===== src/rtl/led_decode_sched.sv =====
// Round-robin scheduler giving four requesters timed, non-preemptive ownership of a 3-to-8 LED decoder.
// Optional macro LEDSCHED_BLANK_EN inserts a one-cycle blank (decoder off) after every grant.
module led_decode_sched #(
    parameter int DWELL = 4
) (
    input  logic        clk,
    input  logic        rst,
    input  logic [3:0]  req,
    input  logic [11:0] idx,
    output logic [3:0]  grant,
    output logic        done,
    output logic [2:0]  switch,
    output logic [2:0]  enable,
    output logic [7:0]  led
);

`ifdef LEDSCHED_BLANK_EN
    typedef enum logic [1:0] {IDLE = 2'd0, HOLD = 2'd1, BLANK = 2'd2} state_t;
`else
    typedef enum logic [1:0] {IDLE = 2'd0, HOLD = 2'd1} state_t;
`endif

    localparam logic [7:0] DWELL_M1 = 8'(DWELL - 1);

    state_t      state_r, state_s;
    logic [1:0]  ptr_r, ptr_s, off_s, win_s;
    logic [7:0]  cnt_r, cnt_s;
    logic [3:0]  grant_r, grant_s, rot_s;
    logic [2:0]  switch_r, switch_s, enable_r, enable_s, win_idx_s;
    logic        done_r, done_s, any_s, arb_s;
    logic [7:0]  led_r, led_s;
`ifdef LEDSCHED_BLANK_EN
    logic        to_blank_s;
`endif

    // Round-robin pick: rotate requests so ptr sits at bit 0, then take the lowest set bit.
    always_comb begin
        rot_s = 4'({req, req} >> ptr_r);
        any_s = |req;
        casez (rot_s)
            4'b???1: off_s = 2'd0;
            4'b??10: off_s = 2'd1;
            4'b?100: off_s = 2'd2;
            4'b1000: off_s = 2'd3;
            default: off_s = 2'd0;
        endcase
        win_s = ptr_r + off_s;
        case (win_s)
            2'd0:    win_idx_s = idx[2:0];
            2'd1:    win_idx_s = idx[5:3];
            2'd2:    win_idx_s = idx[8:6];
            2'd3:    win_idx_s = idx[11:9];
            default: win_idx_s = idx[2:0];
        endcase
    end

    // Next-state and next-output logic for the grant FSM.
    always_comb begin
        state_s  = state_r;
        ptr_s    = ptr_r;
        cnt_s    = cnt_r;
        grant_s  = grant_r;
        switch_s = switch_r;
        enable_s = enable_r;
        arb_s    = 1'b0;
`ifdef LEDSCHED_BLANK_EN
        to_blank_s = 1'b0;
`endif
        case (state_r)
            IDLE:    arb_s = 1'b1;
`ifdef LEDSCHED_BLANK_EN
            HOLD:    to_blank_s = (cnt_r == 8'd0);
            BLANK:   arb_s = 1'b1;
`else
            HOLD:    arb_s = (cnt_r == 8'd0);
`endif
            default: arb_s = 1'b1;
        endcase

        if (arb_s && any_s) begin
            state_s  = HOLD;
            grant_s  = 4'b0001 << win_s;
            switch_s = win_idx_s;
            enable_s = 3'b100;
            cnt_s    = DWELL_M1;
            ptr_s    = win_s + 2'd1;
        end else if (arb_s) begin
            state_s  = IDLE;
            grant_s  = 4'b0000;
            enable_s = 3'b000;
            cnt_s    = 8'd0;
`ifdef LEDSCHED_BLANK_EN
        end else if (to_blank_s) begin
            state_s  = BLANK;
            grant_s  = 4'b0000;
            enable_s = 3'b000;
`endif
        end else begin
            // Only HOLD with time remaining reaches here; switch holds while idle.
            cnt_s = cnt_r - 8'd1;
        end

        done_s = (state_s == HOLD) && (cnt_s == 8'd0);
    end

    // State and output registers.
    always_ff @(posedge clk or posedge rst) begin
        if (rst) begin
            state_r  <= IDLE;
            ptr_r    <= 2'd0;
            cnt_r    <= 8'd0;
            grant_r  <= 4'b0000;
            switch_r <= 3'b000;
            enable_r <= 3'b000;
            done_r   <= 1'b0;
        end else begin
            state_r  <= state_s;
            ptr_r    <= ptr_s;
            cnt_r    <= cnt_s;
            grant_r  <= grant_s;
            switch_r <= switch_s;
            enable_r <= enable_s;
            done_r   <= done_s;
        end
    end

    // Active-low one-hot LED pattern for the decoder state of the previous cycle.
    always_comb begin
        if (enable_r == 3'b100) begin
            led_s = ~(8'd1 << switch_r);
        end else begin
            led_s = 8'hFF;
        end
    end

    // LED drive register, one cycle behind switch/enable.
    always_ff @(posedge clk or posedge rst) begin
        if (rst) begin
            led_r <= 8'hFF;
        end else begin
            led_r <= led_s;
        end
    end

    assign grant  = grant_r;
    assign done   = done_r;
    assign switch = switch_r;
    assign enable = enable_r;
    assign led    = led_r;

endmodule


===== config.mk =====
export PLATFORM = sky130hd
export DESIGN_NAME = led_decode_sched
export DESIGN_NICKNAME = d
export VERILOG_FILES = /design/src/rtl/led_decode_sched.sv
export SDC_FILE = /design/constraint.sdc
export NUM_CORES = 1
export LEC_CHECK = 0
export BUFFER_PORTS_ARGS = -buffer_cell sky130_fd_sc_hd__buf_2
export CAP_MARGIN = 40
export CORE_ASPECT_RATIO = 1.75
export CORE_MARGIN = 5
export CORE_UTILIZATION = 24
export DETAILED_ROUTE_END_ITERATION = 10
export GPL_TIMING_DRIVEN = 0
export HOLD_SLACK_MARGIN = 0.15
export REMOVE_ABC_BUFFERS = 1
export SLEW_MARGIN = 25
export SYNTH_ARGS = -nofsm -noshare
export SYNTH_HDL_FRONTEND = slang
export SYNTH_SLANG_ARGS = --single-unit

===== constraint.sdc =====
create_clock -name clk -period 5.3 [get_ports clk]
set_clock_uncertainty 0.2 [all_clocks]
set_input_delay 1.06 -clock clk [delete_from_list [all_inputs] [get_ports clk]]
set_output_delay 1.06 -clock clk [all_outputs]
set_load 0.02 [all_outputs]

==> results.sh <==
export IMPL_synth_top_area_frac=0.347
export IMPL_synth_seq_area_share=0.486
export IMPL_arrival_ns=3.44
export IMPL_worst_setup_path_start_kind="primary input"
export IMPL_io_buffer_count=34
export IMPL_coreArea_um2=6180
export IMPL_slowest_delay_ns=0.37
export IMPL_cts_sinks=29
export IMPL_hold_depth=1
export IMPL_synth_adder_area_share=0.0662
export IMPL_synth_cell_types=40
export IMPL_final_nets=204
export IMPL_finalSetupViolations=0
export IMPL_cts_buffers=5
export IMPL_worstPathMaxFanout=8
export IMPL_cts_tree="yes"
export IMPL_final_hold_violation_count=0
export IMPL_die_h_um=115
export IMPL_place_inst=251
export IMPL_cp_cell_sequence="buf_2 -> nor2_1 -> nor3_1 -> a21oi_1 -> o211ai_1 -> ha_1 -> xor2_1 -> xnor2_1 -> ha_1 -> a222oi_1 -> o21ai_0 -> mux2_2"
export IMPL_path_clk_slew_ns=0.06
export IMPL_synth_compound_area_frac=0.159
export IMPL_fin_cells=259
export IMPL_area_delta_synth_final_pct=22.3
export IMPL_die_area_um2=8050
export IMPL_r2r_start="ptr_r[0]"
export IMPL_finalCriticalPeriod_ns=3.48
export IMPL_synthTopCellsByArea="dfrtp_1 (35%), dfstp_2 (14%), ha_1 (6.6%), mux2_2 (3.7%), nor2_1 (3.2%)"
export IMPL_slew_violations=0
export IMPL_cts_resized=0
export IMPL_wire_per_inst_um=12.1
export IMPL_critPathKind="in2reg"
export IMPL_cp_end_kind="flop"
export IMPL_async_flop_share=1.00
export IMPL_synth_warnings=0
export IMPL_synthSimpleGateAreaFrac=0.163
export IMPL_ant_nets=0
export IMPL_r2r_end="switch[1]"
export IMPL_slew_headroom=0.618
export IMPL_worst_hold_slack_ns=0.305
export IMPL_fmax_ghz=0.287
export IMPL_hpwl_um=2450
export IMPL_synth_top_family_by_area="simple AND/OR/NAND/NOR gates"
export IMPL_synth_edf_count=0
export IMPL_routed_via_density=4.44
export IMPL_cp_common_cell="ha_1"
export IMPL_diodes=0
export IMPL_fin_crit_sh=0.657
export IMPL_synth_xor_xnor_area_share=0.0405
export IMPL_place_gp_congestion=0.723
export IMPL_cts_hold_buf=0
export IMPL_vias=1151
export IMPL_r2r_cells=11
export IMPL_initial_core_util=0.245
export IMPL_power_mw=1.02
export IMPL_drc_errors=0
export IMPL_worstHoldPathType="reg2reg"
export IMPL_min_to="grant[2]"
export IMPL_p_leak_nw=0.826
export IMPL_grt_pass1_wl_um=5310
export IMPL_grt_max_degree=30
export IMPL_hp_start="grant[2]"
export IMPL_fin_ws_ns=1.82
export IMPL_maxCapViolCount=0
export IMPL_ioPinCount=37
export IMPL_antenna_found_initial=0
export IMPL_cts_buffer_depth=2
export IMPL_grt_usage=0.0829
export IMPL_clock_latency_ns=0.28
export IMPL_required_ns=5.25
export IMPL_row_count=38
export IMPL_htreeDepth=2
export IMPL_cp_num_buf_inv=1
export IMPL_grt_setup_unrepaired="no"
export IMPL_cts_root_buf="clkbuf_8"
export IMPL_reg2reg_setup_slack_ns=2.36
export IMPL_drtIter0Drc=22
export IMPL_worst_pin_slew_ns=0.572
export IMPL_synth_area_um2=1510
export IMPL_die_w_um=70.0
export IMPL_grt_pass1_vias=1153
export IMPL_muxShareOfSynthArea=0.0505
export IMPL_ys_ff_latch=29
export IMPL_synth_top_area_cell="dfrtp_1"
export IMPL_status="completed"
export IMPL_power_density_nw_per_um2=553
export IMPL_gr_total_overflow=0
export IMPL_totalWireLength_um=3140
export IMPL_netlist_instances=140
export IMPL_synth_flop_cell="dfrtp_1"
export IMPL_dr_pass1_iters=4
export IMPL_max_vdd_ir_drop_mv=0.257
export IMPL_fillCellCount=685
export IMPL_post_cts_buffers=0
export IMPL_tns_ns=0
export IMPL_cp_depth=12
export IMPL_path_delay_family="compound AO/OA/AOI/OAI gates"
export IMPL_slowest_stage="a222oi_1"
export IMPL_syn_area_per_cell_um2=10.8
export IMPL_post_place_ws_ns=1.52
export IMPL_drive_gt1_frac=0.335
cells by family after synthesis:
family | count (synthesis)
AOI/OAI and AO/OA | 29
xor gates and xnor gates | 7
adders and majority gates | 8
buffers and inverters | 10
DFF | 29
muxes | 7
other | 1
and+or+nand+nor | 49
layout make-up:
class,count,area (um^2),share of cell area
multi-input cells,103,736,0.398
well taps,80,100,0.0541
flip-flops and latches,29,736,0.398
repair buffers,34,170,0.0920
clock buffers,8,90.1,0.0487
inverters,5,18.8,0.0101
power breakdown:
| group | total, mW | switching [mW] | internal, mW |
|---|---|---|---|
| Sequential | 0.361 | 0.0634 | 0.297 |
| Clock | 0.181 | 0.0752 | 0.105 |
| Combinational | 0.483 | 0.272 | 0.211 |
registers in the layout, indices dropped and copies added, names as in the netlist:
register / flops
cnt_r: 8
done: 1
ptr_r: 2
led: 8
state_r: 2
switch: 3
grant: 4
enable: 1
per-stage QoR:
step,instance area (um^2),util
after floorplan,1490,-
after global placement,1760,0.285
after detailed placement,1760,0.285
after CTS,1850,0.299
after global routing,1850,0.299
final,1850,0.299
Yosys cell counts (2+ instances only):
cell type and count:
nor2_1 13, nand2b_1 5, dfrtp_1 21, ha_1 8
nor2b_1 4, a22o_1 4, dfstp_2 8, mux2_2 5
mux2i_1 2, buf_4 2, xor2_1 4, xnor2_1 3
nand2_1 11, o22a_1 2, nand3_1 8, inv_1 5
a21oi_1 4, o21ai_0 4, buf_2 3, a222oi_1 3
nor3_1 2
placed cells by master, fill, tap and decap left out, types with 2 or more instances in the layout:
cell type  netlist  routed
a22o_1           4       4
nand2_1         11      11
buf_2            3      34
ha_1             8       8
o21ai_0          4       4
nand3_1          8       8
mux2_2           5       5
xor2_1           4       4
nor2b_1          4       4
a222oi_1         3       3
xnor2_1          3       3
dfrtp_1         21      21
nor2_1          13      13
clkbuf_1         0       2
mux2i_1          2       2
inv_1            5       4
conb_1           1       3
nor3_1           2       2
dfstp_2          8       8
o22a_1           2       2
a21oi_1          4       4
clkbuf_8         0       6
nand2b_1         5       5
routing by layer:
layer / up-vias / routed length, um / GRT usage
met5: - / 0 / 0
met3: 7 / 161 / 0.0236
met4: 0 / 72 / 0.0537
met1: 545 / 1200 / 0.0847
met2: 31 / 1700 / 0.147
li1: 568 / - / -
worst max-delay path by stage:
stage,start,slack [ns],to
final,req[2],1.82,switch[1]
after global routing,req[2],1.63,switch[1]
after CTS,req[2],1.78,switch[1]
after detailed placement,req[2],1.52,switch[1]
after global placement,req[2],1.55,switch[1]
after floorplan,req[2],2.00,switch[0]
Power figures use the tool's default switching activity.
